<file path="src/rtl/mips_pkg.sv">
// Opcode and descriptor-kind table shared by the main decoder and the IMEM loader.
package mips_pkg;

    localparam logic [5:0] OP_RTYPE = 6'b000000;
    localparam logic [5:0] OP_LW    = 6'b100011;
    localparam logic [5:0] OP_SW    = 6'b101011;
    localparam logic [5:0] OP_BEQ   = 6'b000100;
    localparam logic [5:0] OP_ADDI  = 6'b001000;
    localparam logic [5:0] OP_J     = 6'b000010;

    localparam logic [2:0] KIND_R    = 3'd0;
    localparam logic [2:0] KIND_LW   = 3'd1;
    localparam logic [2:0] KIND_SW   = 3'd2;
    localparam logic [2:0] KIND_BEQ  = 3'd3;
    localparam logic [2:0] KIND_ADDI = 3'd4;
    localparam logic [2:0] KIND_J    = 3'd5;

    // Loader FSM encoding, also visible on the dbg_state port.
    localparam logic [1:0] ST_IDLE = 2'd0;
    localparam logic [1:0] ST_LOAD = 2'd1;
    localparam logic [1:0] ST_FULL = 2'd2;

    typedef struct packed {
        logic [2:0]  kind;
        logic [4:0]  rs;
        logic [4:0]  rt;
        logic [4:0]  rd;
        logic [4:0]  shamt;
        logic [5:0]  funct;
        logic [15:0] imm;
        logic [25:0] target;
    } instr_desc_t;

endpackage

</file>
<file path="src/rtl/instr_packer.sv">
// Combinational encoder: one instruction descriptor -> 32-bit MIPS word plus a legality flag.
module instr_packer
    import mips_pkg::*;
(
    input  instr_desc_t desc,
    output logic        legal,
    output logic [31:0] word
);

    // Only the fields belonging to the selected format reach the word.
    always_comb begin
        legal = 1'b1;
        word  = 32'd0;
        case (desc.kind)
            KIND_R:    word = {OP_RTYPE, desc.rs, desc.rt, desc.rd, desc.shamt, desc.funct};
            KIND_LW:   word = {OP_LW,    desc.rs, desc.rt, desc.imm};
            KIND_SW:   word = {OP_SW,    desc.rs, desc.rt, desc.imm};
            KIND_BEQ:  word = {OP_BEQ,   desc.rs, desc.rt, desc.imm};
            KIND_ADDI: word = {OP_ADDI,  desc.rs, desc.rt, desc.imm};
            KIND_J:    word = {OP_J,     desc.target};
            default:   legal = 1'b0;
        endcase
    end

endmodule

</file>
<file path="src/rtl/instr_mem_loader.sv">
// Packs instruction descriptors into MIPS words and writes them sequentially into IMEM from BASE_ADDR.
// Handshake: a descriptor transfers on a rising edge where in_valid && in_ready; in_ready never depends on in_valid.
module instr_mem_loader
    import mips_pkg::*;
#(
    parameter int ADDR_W    = 8,
    parameter int DEPTH     = 64,
    parameter int BASE_ADDR = 0
) (
    input  logic                         clk,
    input  logic                         rst_n,
    input  logic                         start,
    input  logic                         in_valid,
    output logic                         in_ready,
    input  logic [2:0]                   in_kind,
    input  logic [4:0]                   in_rs,
    input  logic [4:0]                   in_rt,
    input  logic [4:0]                   in_rd,
    input  logic [4:0]                   in_shamt,
    input  logic [5:0]                   in_funct,
    input  logic [15:0]                  in_imm,
    input  logic [25:0]                  in_target,
    output logic                         imem_we,
    output logic [ADDR_W-1:0]            imem_addr,
    output logic [31:0]                  imem_wdata,
    output logic [$clog2(DEPTH+1)-1:0]   word_count,
    output logic                         full,
    output logic                         err_illegal,
    output logic [1:0]                   dbg_state
);

    localparam int CNT_W = $clog2(DEPTH+1);
    localparam logic [ADDR_W-1:0] BASE     = ADDR_W'(BASE_ADDR);
    localparam logic [CNT_W-1:0]  LAST_CNT = CNT_W'(DEPTH - 1);

    logic [1:0]        state_q, state_d;
    logic [ADDR_W-1:0] ptr_q, ptr_d;
    logic [CNT_W-1:0]  count_q, count_d;
    logic              full_q, full_d;
    logic              err_q, err_d;
    logic              we_q, we_d;
    logic [ADDR_W-1:0] addr_q, addr_d;
    logic [31:0]       wdata_q, wdata_d;

    instr_desc_t desc;
    logic        legal;
    logic [31:0] word;
    logic        accept;

    assign desc = '{kind: in_kind, rs: in_rs, rt: in_rt, rd: in_rd, shamt: in_shamt,
                    funct: in_funct, imm: in_imm, target: in_target};

    instr_packer u_packer (
        .desc  (desc),
        .legal (legal),
        .word  (word)
    );

    assign in_ready = (state_q == ST_LOAD) && !start;
    assign accept   = in_valid && in_ready;

    always_comb begin
        state_d = state_q;
        ptr_d   = ptr_q;
        count_d = count_q;
        full_d  = full_q;
        err_d   = err_q;
        we_d    = 1'b0;
        addr_d  = addr_q;
        wdata_d = wdata_q;
        if (start) begin
            state_d = ST_LOAD;
            ptr_d   = BASE;
            count_d = '0;
            full_d  = 1'b0;
            err_d   = 1'b0;
        end else if (accept) begin
            if (legal) begin
                we_d    = 1'b1;
                addr_d  = ptr_q;
                wdata_d = word;
                count_d = count_q + CNT_W'(1);
                // The last slot leaves the pointer in place, so it never runs past the session window.
                if (count_q == LAST_CNT) begin
                    state_d = ST_FULL;
                    full_d  = 1'b1;
                end else begin
                    ptr_d = ptr_q + ADDR_W'(4);
                end
            end else begin
                err_d = 1'b1;
            end
        end
    end

    always_ff @(posedge clk or negedge rst_n) begin
        if (!rst_n) begin
            state_q <= ST_IDLE;
            ptr_q   <= BASE;
            count_q <= '0;
            full_q  <= 1'b0;
            err_q   <= 1'b0;
            we_q    <= 1'b0;
            addr_q  <= BASE;
            wdata_q <= 32'd0;
        end else begin
            state_q <= state_d;
            ptr_q   <= ptr_d;
            count_q <= count_d;
            full_q  <= full_d;
            err_q   <= err_d;
            we_q    <= we_d;
            addr_q  <= addr_d;
            wdata_q <= wdata_d;
        end
    end

    assign imem_we     = we_q;
    assign imem_addr   = addr_q;
    assign imem_wdata  = wdata_q;
    assign word_count  = count_q;
    assign full        = full_q;
    assign err_illegal = err_q;
    assign dbg_state   = state_q;

endmodule
</file>
<file path="config.mk">
export PLATFORM = sky130hd
export DESIGN_NAME = instr_mem_loader
export DESIGN_NICKNAME = d
export VERILOG_FILES = /design/src/rtl/mips_pkg.sv /design/src/rtl/instr_packer.sv /design/src/rtl/instr_mem_loader.sv
export SDC_FILE = /design/constraint.sdc
export NUM_CORES = 1
export LEC_CHECK = 0
export CAP_MARGIN = 20
export CORE_ASPECT_RATIO = 0.7
export CORE_MARGIN = 8
export CORE_UTILIZATION = 43
export CTS_CLUSTER_DIAMETER = 50
export CTS_CLUSTER_SIZE = 10
export DETAILED_ROUTE_END_ITERATION = 8
export HOLD_SLACK_MARGIN = 0.1
export PLACE_DENSITY_LB_ADDON = 0.12
export SYNTH_ARGS = -nofsm -noshare
export SYNTH_HDL_FRONTEND = slang
export SYNTH_SLANG_ARGS = --single-unit
</file>
<file path="constraint.sdc">
create_clock -name clk -period 1.9 [get_ports clk]
set_clock_uncertainty 0.1 [all_clocks]
set_input_delay 0.38 -clock clk [delete_from_list [all_inputs] [get_ports clk]]
set_output_delay 0.38 -clock clk [all_outputs]
set_load 0.05 [all_outputs]
</file>
==> out/metrics.cfg, run 1 <==
[outcome]
outcome=complete, no violations

[finish]
final_layout_size_suffix_gt1_share_pct=21.76
seq_area_sq_mm=0.001331
layout.nets=531
multiInputGateArea_sq_mm=0.001513
fillerInstances=573
num_antenna_cells=0
syn_to_final_growth_pct=50.63
final_util_pct=66.42

[placement]
place_congestion=0.8088
io_buffers=124
dp_hpwl_mm=7.022

[clock_tree]
post_cts_buffers=0
tritoncts=done
clk_pin_slew_ns=0.10
cts_num_sinks=53
cts_buffers=5
cts-root-buf=clkbuf_8
h-tree-depth=2
insertion_delay_ns=0.30
clock_path_buffers=2

[power_and_ir_drop]
power_uw=3329
ir_drop_uv=410.5
p_per_area_mw_per_mm2=745.4
p_leak_uw=0.001952

[worst_setup_path]
cp-startpoint=start
critical_path.endpoint=in_ready
startpoint_type=input port
r2r_start=word_count[1]$_DFFE_PN0P_
required_ns=1.42
reg2reg_to=ptr_q[6]$_DFFE_PN0P_
path_class=in2out
crit_arrival_ns=1.35
worstPathMaxFanout=6
rrSetupSlack_ns=0.10
cp-end-kind=primary output
reg2reg_depth=6

[flow_run]
drv_cap=0

[logic_synthesis]
async_flop_share_pct=100.0
post_synth_inst_count=324
synthTopCellsByArea=dfrtp_1 45%, a221o_1 6.1%, nand2_1 5.6%
synth_top_area_cell=dfrtp_1
syn_area_per_cell_sq_um=9.152
synth_most_common_cell=dfrtp_1
yosysTopAreaCellShare_pct=44.73
ys_types=45
synth_edf_count=0
synth_common_cells=53 x dfrtp_1, 44 x nand2_1, 25 x nor2_1
synth_ff_type=dfrtp_1
synth_area_sq_mm=0.002965
yosysWarnings=0
synth_seq_cells=53
seq_area_frac_synth_pct=44.73

[detailed_routing]
drc_errors=0
ant_nets=0
vias=2900
via_per_inst=5.282
drtIter0Drc=172
drt_wl_total_mm=9.107
wl_per_cell_microns=16.59
drtPass1Iterations=6

[grt]
grt_pass1_vias=2861
grt_pass1_wl_mm=14.35
grt_overflow=0
grt_max_degree=54
grtUsageTotal_pct=18.14
antenna_found_initial=0

[sta]
fmax_mhz=545.9
rsz0062_at_grt=false
fin_tns_setup_ns=0
setup_viol=0
finalMaxSlewViolations=0
worstMarginPinSlew_ns=0.5052
hold_viol_final=0
relSlewSlack_pct=66.28
timing.final.crit_period_ns=1.832
finalCritPeriodShare_pct=96.42

[floorplan]
die_w_microns=115.3
coreArea_sq_mm=0.006725
die_h_microns=85.48
start_util_pct=44.09
ioPinCount=128
rows=25
dieArea_sq_mm=0.009852

[min_path]
min_from=imem_addr[2]$_DFFE_PN0P_
hp-class=reg2reg

-- layout by cell type (no fill, tap or decap), types with 16 or more instances in the layout --
cell / instances
a221o_1: 18
o21ai_0: 16
buf_4: 71
nor2b_1: 16
a211oi_1: 16
dfrtp_1: 49
nor2_1: 25
clkdlybuf4s50_1: 72
nand2b_1: 16
nand2_1: 44
-- critical path, cell delays in order --
cell	delay (ns)
clkdlybuf4s50_1	0.41
buf_4	0.16
nor3b_4	0.23
buf_12	0.17
-- routing by layer --
metal / up-vias / GRT usage (%) / wire (microns)
met2: 101 / 27.72 / 4040
met1: 1353 / 24.71 / 4251
met3: 11 / 4.536 / 695
li1: 1435 / - / -
met4: 0 / 4.988 / 119
met5: - / 0 / 0
-- final cells by class --
class	instances	share of cell area (%)
Clock buffer	6	1.849
Clock inverter	2	0.3081
Inverter	4	0.3361
Multi-Input combinational cell	238	33.87
Sequential cell	53	29.80
Tap cell	94	2.633
Timing Repair Buffer	152	31.20
-- logic make-up (layout without fill, tap and decap cells) --
logic type | count (synthesis) | in the layout | share of synthesized area, %
buffers and inverters | 35 | 164 | 5.654
and+or+nand+nor | 129 | 129 | 21.98
other | 1 | 3 | 0.1265
adders and majority gates | 2 | 2 | 0.8437
DFF | 53 | 53 | 44.73
xor gates and xnor gates | 4 | 4 | 1.182
AOI/OAI and AO/OA | 100 | 100 | 25.49
-- worst min-delay path by stage --
stage,cells past startpoint,endpoint
floorplan,0,dbg_state[0]$_DFFE_PN0P_
global placement,2,word_count[5]$_DFFE_PN0P_
detailed placement,2,word_count[5]$_DFFE_PN0P_
CTS,2,imem_addr[2]$_DFFE_PN0P_
global route,2,imem_addr[7]$_DFFE_PN0P_
finish,2,imem_addr[2]$_DFFE_PN0P_
-- timing repair --
| item | CTS | global route |
|---|---|---|
| resized for setup | 0 | 7 |
| setup endpoints to repair | 0 | 14 |
| hold buffers | 1 | 0 |
| endpoints found under the hold margin | 53 | 0 |
-- per-stage QoR --
| stage | setup slack (ns) | std cells | hold WS (ns) | area (sq um) |
|---|---|---|---|---|
| 6_report | 0.06803 | 549 | 0.3855 | 4467 |
| 3_5_place_dp | -0.2664 | 540 | 0.3140 | 4332 |
| 3_3_place_gp | -0.1897 | 540 | 0.2984 | 4332 |
| 5_1_grt | 0.008158 | 549 | 0.4152 | 4467 |
| 2_1_floorplan | 0.06123 | 326 | -0.01559 | 2983 |
| 4_1_cts | 0.03274 | 549 | 0.3917 | 4438 |
-- registers in the layout, indices dropped and copies added (netlist names) --
register	count
imem_we	1
dbg_state	2
imem_wdata	30
err_illegal	1
word_count	7
ptr_q	6
imem_addr	6
-- power breakdown --
group	internal (uW)	switching, uW	leakage [uW]
Sequential	1260	93.4	0.000673
Clock	296	379	0.0000512
Combinational	496	807	0.00123
(Power assumes the default switching activity.)
==> run 2, diff against run 1 <==
PLACE_DENSITY = 0.81   (was not set)
PLACE_DENSITY_LB_ADDON = not set   (was 0.12)
==> run 2 against run 1 <==
Compared with the run above: cell area is 1.3% lower; die area unchanged; critical endpoint is now ptr_q[6]$_DFFE_PN0P_; first-iteration DRC count increased by 20%; critical path depth rose by 1; sequential share of layout area grew 0.38 points; count of clock-buffer cells in the layout did not move; global-route usage up 0.77 points; setup slack better by 0.037 ns; routed wire length up 2.2%; largest cell class unchanged; utilization fell by 0.84 points; maximum frequency up 2.1%.
==> out/metrics.cfg, run 2 (same netlist as run 1, synthesis figures left out) <==
[outcome]
outcome=complete, no violations

[sta]
holdWs_ns=0.3910  ; +0.005432 ns
worstMarginPinSlew_ns=0.5194  ; +0.01419 ns
setup_viol=0  ; unchanged
fmax_mhz=557.1  ; +2.1%
relSlewSlack_pct=65.34  ; -0.95 points
finalMaxSlewViolations=0  ; unchanged
hold_viol_final=0  ; unchanged
finalCritPeriodShare_pct=94.48  ; -1.9 points
rsz0062_at_grt=false
timing.final.crit_period_ns=1.795  ; -0.03688 ns

[clock_tree]
clk_pin_slew_ns=0.10  ; about the same
cts_num_sinks=53  ; unchanged
cts-root-buf=clkbuf_8
insertion_delay_ns=0.30  ; about the same
h-tree-depth=2  ; unchanged
tritoncts=done
clock_path_buffers=2  ; unchanged
cts_buffers=5  ; unchanged

[placement]
placed_cell_area_sq_mm=0.004279  ; -1.2%
place_inst=538  ; -0.37%
io_buffers=124  ; unchanged
dp_hpwl_mm=7.387  ; +5.2%
place_congestion=0.8279  ; +2.4%

[min_path]
hp-class=reg2reg
min_from=imem_wdata[10]$_DFFE_PN0P_
hold_depth=2  ; unchanged
hold-path-endpoint=imem_wdata[10]$_DFFE_PN0P_

[floorplan]
dieArea_sq_mm=0.009852  ; unchanged
start_util_pct=44.09  ; unchanged
ioPinCount=128  ; unchanged
die_w_microns=115.3  ; unchanged
die_h_microns=85.48  ; unchanged
rows=25  ; unchanged
coreArea_sq_mm=0.006725  ; unchanged

[worst_setup_path]
worst-path-buf-inv=1  ; -2
startpoint_type=input port
worstPathMaxFanout=15  ; +9
rrSetupSlack_ns=0.12  ; +0.02 ns
reg2reg_to=ptr_q[6]$_DFFE_PN0P_
required_ns=2.04  ; +0.62 ns
crit_path_max_incr_delay_ns=0.54  ; +0.13 ns
path_cells=clkdlybuf4s50_1, and4bb_2, nand2_4, or4_1, a21oi_2
path_class=in2reg
r2r_start=dbg_state[1]$_DFFE_PN0P_
critPathSlowestCell=or4_1
cp-end-kind=flop
reg2reg_depth=4  ; -2
crit_arrival_ns=1.94  ; +0.59 ns
cp_top_family=simple AND/OR/NAND/NOR gates

[detailed_routing]
vias=2913  ; +0.45%
wl_met1_mm=4.464  ; +5.0%
drtPass1Iterations=4  ; -2
drc_errors=0  ; unchanged
drtIter0Drc=206  ; +20%
via_per_inst=5.316  ; +0.63%
routed.top_layer=met4
wl_per_cell_microns=16.99  ; +2.4%
wl_met3_microns=717  ; +3.2%
ant_nets=0  ; unchanged
drt_wl_total_mm=9.310  ; +2.2%
wl_met2_mm=4.046  ; +0.15%

[grt]
antenna_found_initial=0  ; unchanged
grt_max_degree=43  ; -20%
grt_pass1_wl_mm=15.01  ; +4.6%
grt_pass1_vias=2950  ; +3.1%
grtUsageTotal_pct=18.90  ; +0.77 points
grt_overflow=0  ; unchanged

[finish]
syn_to_final_growth_pct=48.73
layout_commonest_cell=buf_4
finalInstanceArea_sq_mm=0.004410  ; -1.3%
final_cells=548  ; -0.18%
final_cell_mix=73 x buf_4, 71 x clkdlybuf4s50_1, 49 x dfrtp_1, 44 x nand2_1, 25 x nor2_1
largest_reg_flops=30  ; unchanged
final_layout_size_suffix_gt1_share_pct=21.37  ; -0.39 points
layout.nets=530  ; -0.19%
num_antenna_cells=0  ; unchanged

[power_and_ir_drop]
p_leak_uw=0.001930  ; -1.1%
p_per_area_mw_per_mm2=748.2  ; +0.38%
ir_drop_uv=553.5  ; +35%

[flow_run]
drv_cap=0  ; unchanged

==> run 2: cell types whose count changed in the layout (fill, tap and decap cells not counted), moves of 2 or more <==
cell      change
buf_12        -3
buf_4         +2
o311ai_0      +2
o311ai_1      -2
==> run 2: tightest hold or removal path, stage by stage (launching register included) <==
cell	delay [ns]
dfrtp_1	0.35
nand2_1	0.05
o21ai_0	0.06
==> run 2: stage by stage <==
stage	util, %	power [uW]	setup WS, ns	setup TNS [ns]
after global routing	65.58	3474	0.02604	0
final	65.58	3300	0.1049	0
after floorplan	-	2142	0.06123	0
after detailed placement	63.63	2684	-0.3276	-9.445
after CTS	65.13	3318	0.04799	0
after global placement	63.63	2658	-0.2740	-6.170
==> run 2: where the power goes <==
part	total [uW]	internal, uW	switching [uW]
combinational	1310	487	825
sequential	1350	1260	96.3
clock	634	264	370
total	3300	2010	1290
==> run 2: timing repair <==
action,CTS,global route
cloned,0,0
hold endpoints to repair,19,0
setup endpoints to repair,3,12
resized for setup,2,5
buffers inserted,0,1
hold buffers,1,0
==> run 2: layout make-up <==
type	instances	area, sq um
fill	553	2315
multi-input combinational	238	1513
timing repair buffer	151	1348
sequential	53	1331
tap	94	117.6
clock buffer	6	72.57
inverter	4	15.01
clock inverter	2	13.76
==> run 2: worst max path at each step <==
| stage | slack, ns | end | cells past startpoint | from |
|---|---|---|---|---|
| after floorplan | 0.06 | dbg_state[0]$_DFFE_PN0P_ | 5 | word_count[3]$_DFFE_PN0P_ |
| after global placement | -0.27 | ptr_q[7]$_DFFE_PN0P_ | 5 | start |
| after detailed placement | -0.33 | ptr_q[7]$_DFFE_PN0P_ | 5 | start |
| after CTS | 0.05 | imem_wdata[22]$_DFFE_PN0P_ | 5 | in_kind[1] |
| after global routing | 0.03 | ptr_q[6]$_DFFE_PN0P_ | 4 | dbg_state[1]$_DFFE_PN0P_ |
| final | 0.10 | ptr_q[6]$_DFFE_PN0P_ | 5 | in_valid |
==> run 2: per-layer routing <==
layer / track usage, % / vias to the layer above
met5: 0 / -
met4: 4.513 / 0
met3: 5.245 / 6
met2: 28.25 / 111
met1: 26.23 / 1365
li1: - / 1431
==> run 3, diff against run 2 <==
CELL_PAD_IN_SITES_DETAIL_PLACEMENT = 1   (was not set)
CELL_PAD_IN_SITES_GLOBAL_PLACEMENT = 2   (was not set)
CORE_MARGIN = not set   (was 8)
CORE_UTILIZATION = 24   (was 43)
PLACE_DENSITY = not set   (was 0.81)
PLACE_DENSITY_LB_ADDON = 0.1   (was not set)
==> run 3 against run 2 <==
Compared with the run above: count of clock-buffer cells in the layout stayed put; global-route usage is 3.2 points lower; non-clock buffer count rose by 3; sequential power about the same; critical path type unchanged; critical endpoint unchanged; highest routed layer unchanged.
==> out/metrics.cfg, run 3 (same netlist as run 1, synthesis figures left out) <==
[outcome]
outcome=complete, no violations

[placement]
dp_slack_ns=-0.3351  ; -0.007439 ns
dp_hpwl_mm=7.468  ; +1.1%
place_congestion=0.7624  ; -7.9%
io_buffers=124  ; unchanged

[power_and_ir_drop]
pwr-share-clk_pct=26.5  ; +7.3 points
power_frac_seq_pct=37.2  ; -3.8 points
internal_power_uw=2278  ; +13%
power_uw=3620  ; +9.7%
power.switching_uw=1342  ; +3.9%
combPwrFrac_pct=36.3  ; -3.5 points
switching_share_pct=37.07  ; -2.1 points
p_per_area_mw_per_mm2=785.9  ; +5.1%
ir_drop_uv=340.1  ; -39%
p_leak_uw=0.001999  ; +3.6%

[detailed_routing]
via_per_inst=4.700  ; -12%
drt_wl_total_mm=10.05  ; +7.9%
wl_per_cell_microns=16.36  ; -3.7%
drtPass1Iterations=4  ; unchanged
drc_errors=0  ; unchanged
drtIter0Drc=90  ; -56%
vias=2886  ; -0.93%
ant_nets=0  ; unchanged

[clock_tree]
cts-root-buf=clkbuf_16
clock_path_buffers=2  ; unchanged
insertion_delay_ns=0.30  ; about the same
h-tree-depth=2  ; unchanged
cts_num_sinks=53  ; unchanged
tritoncts=done
clk_pin_slew_ns=0.07  ; -0.03 ns
cts_buffers=5  ; unchanged

[sta]
finalMaxSlewViolations=0  ; unchanged
rsz0062_at_grt=false
fmax_mhz=551.7  ; -0.97%
setup_viol=0  ; unchanged
finalCritPeriodShare_pct=95.40  ; +0.92 points
timing.final.crit_period_ns=1.813  ; +0.01752 ns
relSlewSlack_pct=65.68  ; +0.35 points
setup_ws_ns=0.08740  ; -0.01752 ns
hold_viol_final=0  ; unchanged
worstMarginPinSlew_ns=0.5142  ; -0.005201 ns

[grt]
grtUsageTotal_pct=15.69  ; -3.2 points
grt_pass1_wl_mm=15.58  ; +3.8%
grt_max_degree=67  ; +56%
grt_overflow=0  ; unchanged
antenna_found_initial=0  ; unchanged
grt_pass1_vias=2835  ; -3.9%

[worst_setup_path]
cp-end-kind=flop
required_ns=2.02  ; -0.02 ns
worstPathMaxFanout=14  ; -1
path_class=in2reg
startpoint_type=input port
crit_arrival_ns=1.94  ; about the same

[floorplan]
coreArea_sq_mm=0.01185  ; +76%
rows=33  ; +32%
ioPinCount=128  ; unchanged
die_h_microns=95  ; +11%
dieArea_sq_mm=0.01281  ; +30%
die_w_microns=134.9  ; +17%
start_util_pct=25.02  ; -19 points

[finish]
final_cell_mix=73 x buf_4, 70 x clkdlybuf4s50_1, 49 x dfrtp_1, 44 x nand2_1, 25 x nor2_1
layout_commonest_cell=buf_4
final_layout_size_suffix_gt1_share_pct=21.88  ; +0.52 points
layout.nets=533  ; +0.57%
num_antenna_cells=0  ; unchanged
largest_reg_flops=30  ; unchanged
syn_to_final_growth_pct=55.32

[min_path]
hp-class=reg2reg

[flow_run]
drv_cap=0  ; unchanged

run 3: critical path, cell delays in order:
cell	delay, ns
clkdlybuf4s50_1	0.48
and4bb_2	0.29
nand2_4	0.12
or4_1	0.51
a21oi_1	0.15
run 3: power groups by stage:
stage	clock [uW]	sequential [uW]	combinational, uW
CTS	1010	1350	1330
detailed placement	0	1370	1320
floorplan	0	1810	331
finish	959	1350	1310
global route	1040	1370	1400
global placement	0	1360	1310
run 3: path summary, 6_finish.rpt:
| path | start | to | slack, ns | cells after the start |
|---|---|---|---|---|
| max reg2reg | word_count[0]$_DFFE_PN0P_ | ptr_q[6]$_DFFE_PN0P_ | 0.10 | 6 |
| max | in_valid | ptr_q[6]$_DFFE_PN0P_ | 0.09 | 5 |
| min in group asynchronous | rst_n | word_count[2]$_DFFE_PN0P_ | 0.51 | 3 |
| min reg2reg | imem_addr[6]$_DFFE_PN0P_ | imem_addr[6]$_DFFE_PN0P_ | 0.38 | 2 |
| max in group asynchronous | rst_n | imem_wdata[20]$_DFFE_PN0P_ | 0.93 | 3 |
| min | imem_addr[6]$_DFFE_PN0P_ | imem_addr[6]$_DFFE_PN0P_ | 0.38 | 2 |
run 3: timing repair:
action / CTS / global route
buffers inserted: 0 / 0
setup endpoints to repair: 3 / 29
resized for setup: 2 / 7
hold buffers: 1 / 0
hold endpoints to repair: 53 / 0
pin swaps: 1 / 0
run 3: cell type report:
class / count / area (sq um)
fillers: 1369 / 7244
multi-input cells: 238 / 1509
repair buffers: 154 / 1401
flip-flops and latches: 53 / 1331
well taps: 157 / 196.4
clock buffers: 6 / 138.9
inverters: 4 / 15.01
clock inverters: 2 / 13.76
run 3: metal layers:
layer	vias up	GRT usage, %	part of all wire [%]
met5	-	0	0
met4	0	3.371	0.61
met3	5	3.596	5.7
met2	73	22.81	42
met1	1374	23.28	52
li1	1434	-	-
run 3: through the flow:
step / TNS (ns) / cells / hold WS, ns / area (sq um) / utilization, %
floorplan: 0 / 326 / -0.01559 / 2983 / -
global placement: -9.065 / 605 / 0.3117 / 4413 / 37.24
detailed placement: -11.06 / 605 / 0.3111 / 4413 / 37.24
CTS: 0 / 614 / 0.3918 / 4581 / 38.65
global route: 0 / 614 / 0.4201 / 4606 / 38.87
finish: 0 / 614 / 0.3833 / 4606 / 38.87
